--- src/rtl/machine_hpm_counter_unit.sv ---
// Machine counter unit: mcountinhibit, mcycle, minstret and NUM_HPM
// programmable hardware-performance counters with their event selectors.
// Decodes its own CSR addresses and returns read data combinationally.
module machine_hpm_counter_unit #(
   parameter int unsigned NUM_HPM             = 4,
   parameter int unsigned NUM_EVENTS          = 8,
   parameter int unsigned EVT_W               = 5,
   parameter logic [31:0] MCOUNTINHIBIT_RESET = 32'h0000_0000
) (
   input  logic                  clk_in,
   input  logic                  rst_n_in,
   input  logic                  wr_en_in,
   input  logic [11:0]           csr_addr_in,
   input  logic [31:0]           data_wr_in,
   input  logic                  instret_in,
   input  logic [NUM_EVENTS-1:0] hpm_event_in,
   output logic [31:0]           data_rd_out,
   output logic                  addr_hit_out,
   output logic [31:0]           mcountinhibit_out
);

   // Arrays keep at least one entry so NUM_HPM = 0 still elaborates.
   localparam int unsigned HPM_N = (NUM_HPM > 0) ? NUM_HPM : 1;

   localparam logic [11:0] ADDR_INHIBIT  = 12'h320;
   localparam logic [11:0] ADDR_EVT_BASE = 12'h323;
   localparam logic [11:0] ADDR_CYC_LO   = 12'hB00;
   localparam logic [11:0] ADDR_CYC_HI   = 12'hB80;
   localparam logic [11:0] ADDR_INS_LO   = 12'hB02;
   localparam logic [11:0] ADDR_INS_HI   = 12'hB82;
   localparam logic [11:0] ADDR_HPM_LO   = 12'hB03;
   localparam logic [11:0] ADDR_HPM_HI   = 12'hB83;

   // Writable inhibit bits: CY (0), IR (2) and one bit per implemented HPM.
   function automatic logic [31:0] inhibit_mask(input int unsigned n_hpm);
      logic [31:0] m;
      m = 32'h0000_0005;
      for (int unsigned k = 0; k < 29; k++) begin
         m[5'(k + 32'd3)] = (k < n_hpm);
      end
      return m;
   endfunction

   localparam logic [31:0] INH_MASK = inhibit_mask(NUM_HPM);

   logic [31:0]      r_mcountinhibit;
   logic [63:0]      r_mcycle;
   logic [63:0]      r_minstret;
   logic [63:0]      r_hpm_cnt [HPM_N];
   logic [EVT_W-1:0] r_hpm_evt [HPM_N];

   logic             w_wr_inh;
   logic             w_wr_cyc_lo;
   logic             w_wr_cyc_hi;
   logic             w_wr_ins_lo;
   logic             w_wr_ins_hi;
   logic [HPM_N-1:0] w_wr_evt;
   logic [HPM_N-1:0] w_wr_hpm_lo;
   logic [HPM_N-1:0] w_wr_hpm_hi;
   logic [HPM_N-1:0] w_evt_hit;
   logic [HPM_N-1:0] w_hpm_inc;
   logic [31:0]      w_rd_data;
   logic             w_rd_hit;

   // Write strobe decode: only implemented registers ever see a write.
   always_comb begin
      w_wr_inh    = wr_en_in && (csr_addr_in == ADDR_INHIBIT);
      w_wr_cyc_lo = wr_en_in && (csr_addr_in == ADDR_CYC_LO);
      w_wr_cyc_hi = wr_en_in && (csr_addr_in == ADDR_CYC_HI);
      w_wr_ins_lo = wr_en_in && (csr_addr_in == ADDR_INS_LO);
      w_wr_ins_hi = wr_en_in && (csr_addr_in == ADDR_INS_HI);
      w_wr_evt    = {HPM_N{1'b0}};
      w_wr_hpm_lo = {HPM_N{1'b0}};
      w_wr_hpm_hi = {HPM_N{1'b0}};
      for (int unsigned i = 0; i < NUM_HPM; i++) begin
         w_wr_evt[i]    = wr_en_in && (csr_addr_in == ADDR_EVT_BASE + 12'(i));
         w_wr_hpm_lo[i] = wr_en_in && (csr_addr_in == ADDR_HPM_LO + 12'(i));
         w_wr_hpm_hi[i] = wr_en_in && (csr_addr_in == ADDR_HPM_HI + 12'(i));
      end
   end

   // Event selection: code k picks strobe k-1; code 0 or out-of-range codes match nothing.
   always_comb begin
      w_evt_hit = {HPM_N{1'b0}};
      w_hpm_inc = {HPM_N{1'b0}};
      for (int unsigned i = 0; i < NUM_HPM; i++) begin
         for (int unsigned k = 1; k <= NUM_EVENTS; k++) begin
            w_evt_hit[i] = w_evt_hit[i] |
                           ((r_hpm_evt[i] == EVT_W'(k)) & hpm_event_in[k-1]);
         end
         w_hpm_inc[i] = w_evt_hit[i] & ~r_mcountinhibit[5'(i + 32'd3)];
      end
   end

   // Inhibit register; a write only affects counting from the next cycle.
   always_ff @(posedge clk_in or negedge rst_n_in) begin
      if (!rst_n_in) begin
         r_mcountinhibit <= MCOUNTINHIBIT_RESET & INH_MASK;
      end else if (w_wr_inh) begin
         r_mcountinhibit <= data_wr_in & INH_MASK;
      end else begin
         r_mcountinhibit <= r_mcountinhibit;
      end
   end

   // mcycle: a half-write wins over the increment; the carry crosses halves in one cycle.
   always_ff @(posedge clk_in or negedge rst_n_in) begin
      if (!rst_n_in) begin
         r_mcycle <= 64'h0;
      end else if (w_wr_cyc_lo) begin
         r_mcycle <= {r_mcycle[63:32], data_wr_in};
      end else if (w_wr_cyc_hi) begin
         r_mcycle <= {data_wr_in, r_mcycle[31:0]};
      end else if (!r_mcountinhibit[0]) begin
         r_mcycle <= r_mcycle + 64'd1;
      end else begin
         r_mcycle <= r_mcycle;
      end
   end

   // minstret: counts retire strobes unless inhibited; a half-write wins.
   always_ff @(posedge clk_in or negedge rst_n_in) begin
      if (!rst_n_in) begin
         r_minstret <= 64'h0;
      end else if (w_wr_ins_lo) begin
         r_minstret <= {r_minstret[63:32], data_wr_in};
      end else if (w_wr_ins_hi) begin
         r_minstret <= {data_wr_in, r_minstret[31:0]};
      end else if (instret_in && !r_mcountinhibit[2]) begin
         r_minstret <= r_minstret + 64'd1;
      end else begin
         r_minstret <= r_minstret;
      end
   end

   // HPM counters and their event selectors.
   always_ff @(posedge clk_in or negedge rst_n_in) begin
      if (!rst_n_in) begin
         for (int unsigned i = 0; i < HPM_N; i++) begin
            r_hpm_cnt[i] <= 64'h0;
            r_hpm_evt[i] <= {EVT_W{1'b0}};
         end
      end else begin
         for (int unsigned i = 0; i < NUM_HPM; i++) begin
            if (w_wr_evt[i]) begin
               r_hpm_evt[i] <= data_wr_in[EVT_W-1:0];
            end else begin
               r_hpm_evt[i] <= r_hpm_evt[i];
            end
            if (w_wr_hpm_lo[i]) begin
               r_hpm_cnt[i] <= {r_hpm_cnt[i][63:32], data_wr_in};
            end else if (w_wr_hpm_hi[i]) begin
               r_hpm_cnt[i] <= {data_wr_in, r_hpm_cnt[i][31:0]};
            end else if (w_hpm_inc[i]) begin
               r_hpm_cnt[i] <= r_hpm_cnt[i] + 64'd1;
            end else begin
               r_hpm_cnt[i] <= r_hpm_cnt[i];
            end
         end
      end
   end

   // Combinational read mux; unmapped or unimplemented addresses read 0 with no hit.
   always_comb begin
      w_rd_data = 32'h0;
      w_rd_hit  = 1'b0;
      case (csr_addr_in)
         ADDR_INHIBIT: begin w_rd_data = r_mcountinhibit;    w_rd_hit = 1'b1; end
         ADDR_CYC_LO:  begin w_rd_data = r_mcycle[31:0];     w_rd_hit = 1'b1; end
         ADDR_CYC_HI:  begin w_rd_data = r_mcycle[63:32];    w_rd_hit = 1'b1; end
         ADDR_INS_LO:  begin w_rd_data = r_minstret[31:0];   w_rd_hit = 1'b1; end
         ADDR_INS_HI:  begin w_rd_data = r_minstret[63:32];  w_rd_hit = 1'b1; end
         default:      begin w_rd_data = 32'h0;              w_rd_hit = 1'b0; end
      endcase
      for (int unsigned i = 0; i < NUM_HPM; i++) begin
         if (csr_addr_in == ADDR_EVT_BASE + 12'(i)) begin
            w_rd_data = {{(32-EVT_W){1'b0}}, r_hpm_evt[i]};
            w_rd_hit  = 1'b1;
         end else if (csr_addr_in == ADDR_HPM_LO + 12'(i)) begin
            w_rd_data = r_hpm_cnt[i][31:0];
            w_rd_hit  = 1'b1;
         end else if (csr_addr_in == ADDR_HPM_HI + 12'(i)) begin
            w_rd_data = r_hpm_cnt[i][63:32];
            w_rd_hit  = 1'b1;
         end else begin
            w_rd_data = w_rd_data;
            w_rd_hit  = w_rd_hit;
         end
      end
   end

   assign data_rd_out       = w_rd_data;
   assign addr_hit_out      = w_rd_hit;
   assign mcountinhibit_out = r_mcountinhibit;

endmodule

--- config.mk ---
export PLATFORM = sky130hd
export DESIGN_NAME = machine_hpm_counter_unit
export DESIGN_NICKNAME = d
export VERILOG_FILES = /design/src/rtl/machine_hpm_counter_unit.sv
export SDC_FILE = /design/constraint.sdc
export NUM_CORES = 2
export LEC_CHECK = 0
export CAP_MARGIN = 15
export CELL_PAD_IN_SITES_DETAIL_PLACEMENT = 2
export CELL_PAD_IN_SITES_GLOBAL_PLACEMENT = 2
export CORE_MARGIN = 2
export CORE_UTILIZATION = 38
export DETAILED_ROUTE_END_ITERATION = 10
export HOLD_SLACK_MARGIN = 0.12
export PLACE_DENSITY = 0.81
export SYNTH_ARGS = -nofsm -noshare
export SYNTH_HDL_FRONTEND = slang
export SYNTH_SLANG_ARGS = --single-unit
--- constraint.sdc ---
create_clock -name clk_in -period 4.11 [get_ports clk_in]
set_input_delay 0.6165 -clock clk_in [delete_from_list [all_inputs] [get_ports clk_in]]
set_output_delay 0.6165 -clock clk_in [all_outputs]
set_load 0.01 [all_outputs]
==> results.yml <==
outcome:
  outcome: "finished, final reports clean"
hold_path:
  hold_class: "reg2reg"
  worstHoldPathCells: 1
global_route:
  track_usage: 0.446
  antenna_found_initial: 25
  grt_pass1_vias: 37100
  grt_max_degree: 74
  grt_pass1_wl_mm: 269
  gr-total-overflow: 0
cts:
  cts-root-buf: "clkbuf_16"
  path_clk_slew_ns: 0.06
  cts_tree: "built"
  h-tree-depth: 2
  clkSinkCount: 410
  clk-insertion-delay-late_ns: 0.64
  cts.path.max_buffers: 3
  numCtsBuffers: 54
logic_synthesis:
  synth-compound-area-share: 0.244
  synth_seq_cells: 410
  synth_edf_count: 0
  synth_area_leaders: "dfrtp_1, nand2_1, o21ai_0, a21oi_1, nand3_1"
  synthArstFlopShare: 1.00
  synth_top_area_frac: 0.341
  yosys-top-cells-count: "dfrtp_1, nand2_1, o21ai_0"
  avgSynthCellArea_sq_um: 8.09
  yosysMostFrequentCell: "dfrtp_1"
  synth-simple-area-share: 0.280
  netlist-cell-type-count: 91
  synth_top_family_by_area: "simple AND/OR/NAND/NOR gates"
  yosysWarningCount: 0
  synth_xor_xnor_area_share: 0.0431
  synth_seq_area_share: 0.341
  synth_cells: 3715
  yosys.area_share.adder: 0.00250
  synth_ff_type: "dfrtp_1"
  synth_top_cell_by_area: "dfrtp_1"
  synth_mux_area_frac: 0.0379
  synth.cell_area_sq_um: 30100
timing:
  skew_ns: 0.0244
  slew_violations: 0
  tightest_slew_ns: 1.28
  finalSetupViolations: 0
  post-route-period-util: 0.997
  hold_violations: 0
  slew_headroom: 0.144
  min_period_ns: 4.10
  max_freq_mhz: 244
  setup_ws_ns: 0.0110
detailed_routing:
  drt_iter0_drc: 4870
  totalWireLength_mm: 186
  drtAntennaViolNets: 0
  vias_per_cell: 7.22
  dr_total_vias: 36600
  drc: 0
  first_pass_iters: 7
  wl_per_cell_um: 36.6
setup_path:
  startpoint_type: "primary input"
  endpoint_kind: "output port"
  crit_type: "in2out"
  critPathMaxFanout: 8
  r2r_cells: 7
  required_ns: 3.49
  worstPathArrival_ns: 3.48
cells_and_area:
  area_delta_synth_final_pct: 23.6
  finalNetCount: 4039
  drive_above_1_share: 0.187
  nFillCells: 8617
  fin_util: 0.473
floorplan:
  core_area_sq_um: 78600
  start_util: 0.383
  rows: 103
  boundaryPins: 121
  die-area_sq_um: 81400
  die_h_um: 285
  die_x_um: 285
power_and_ir_drop:
  finalPower_mw: 10.5
  p_per_area_nw_per_um2: 282
  power.leakage_nw: 15.0
  peakVddDrop_uv: 339
placed_design:
  pre_cts_ws_ns: -0.632
  place_congestion: 1.02
  io_buffer_count: 94
  dp_hpwl_mm: 134
job:
  max_cap_violations: 0
path summary, 6_finish.rpt:
check                                            startpoint                                to  slack [ns]
max                                          csr_addr_in[6]                   data_rd_out[23]        0.01
min                        mcountinhibit_out[0]$_DFFE_PN0P_  mcountinhibit_out[0]$_DFFE_PN0P_        0.55
max reg2reg                      r_hpm_cnt[128]$_DFFE_PN0P_        r_hpm_cnt[174]$_DFFE_PN0P_        0.87
min reg2reg                mcountinhibit_out[0]$_DFFE_PN0P_  mcountinhibit_out[0]$_DFFE_PN0P_        0.55
max in group asynchronous                          rst_n_in        r_hpm_cnt[183]$_DFFE_PN0P_        2.58
min in group asynchronous                          rst_n_in          r_mcycle[43]$_DFFE_PN0P_        0.59
cell families after synthesis:
kind of cell,after synthesis
buf+inv,374
fa+ha+maj,6
xor+xnor,148
simple gates,1575
other cells,1
compound gates,1099
flops,410
mux,102
worst max-delay path, stage by stage:
cell and delay, ns:
clkdlybuf4s50_1 0.49, buf_6 0.16, nand4bb_2 0.23, buf_4 0.21
buf_4 0.17, nor3_4 0.06, buf_4 0.19, buf_12 0.14
a22o_1 0.18, a221oi_2 0.37, o41ai_2 0.18, buf_4 0.20
dlygate4sd2_1 0.28
metal layers:
metal,up-vias,GRT usage,share of wire
met3,551,0.116,0.12
met5,-,0,0.00058
met4,16,0.249,0.066
met1,18900,0.608,0.40
li1,14700,-,-
met2,2423,0.639,0.41
report_power, final:
group | total, mW | switching [mW] | leakage [nW] | internal (mW)
clock | 5.05 | 2.10 | 0.890 | 2.95
sequential | 4.44 | 0.297 | 5.45 | 4.14
combinational | 1.01 | 0.684 | 8.62 | 0.322
total | 10.5 | 3.08 | 15.0 | 7.42
repair_timing:
item | CTS | global route
resized for setup | 156 | 58
pin swaps | 37 | 24
setup endpoints to repair | 33 | 27
hold buffers | 1 | 0
buffers inserted | 20 | 5
endpoints found under the hold margin | 63 | 0
per-stage QoR:
step                      TNS [ns]  area, sq um  hold WS, ns  instances
final                            0        37200        0.547       5074
after CTS                   -0.134        36900        0.511       5065
after global placement      -11.37        34500        0.489       4945
after detailed placement    -13.23        34500        0.535       4946
after floorplan                  0        30200        0.321       3740
after global routing       -0.0431        37200        0.523       5071
area by class of cell:
type	instances	area [sq um]	share of cell area
repair buffers	512	4530	0.122
multi-input cells	2956	19100	0.513
diodes	4	10.0	0.000269
clock buffers	85	1630	0.0438
well taps	1050	1310	0.0354
flip-flops and latches	410	10300	0.276
inverters	43	161	0.00434
clock inverters	14	180	0.00485
state kept, by name (all words and copies together), names as in the netlist:
| register | count |
|---|---|
| r_mcycle | 64 |
| r_hpm_cnt | 256 |
| r_hpm_evt | 20 |
| mcountinhibit_out | 6 |
| r_minstret | 64 |
cells in the final DEF (no fill, tap or decap), types with 46 or more instances in the layout:
| cell | Yosys | final |
|---|---|---|
| dfrtp_1 | 410 | 410 |
| nand2_1 | 391 | 391 |
| buf_4 | 26 | 359 |
| o21ai_0 | 245 | 231 |
| a21oi_1 | 228 | 223 |
| nor2_1 | 222 | 218 |
| nand3_1 | 217 | 212 |
| nand4_1 | 169 | 169 |
| nor3_1 | 126 | 115 |
| o22ai_1 | 105 | 103 |
| a22oi_1 | 96 | 94 |
| xor2_1 | 85 | 85 |
| and3_1 | 87 | 84 |
| xnor2_1 | 63 | 63 |
| nor4_1 | 67 | 61 |
| clkbuf_16 | 0 | 55 |
| mux2i_1 | 51 | 51 |
| and4_1 | 51 | 51 |
| mux2_2 | 46 | 46 |
(Power assumes the default switching activity.)
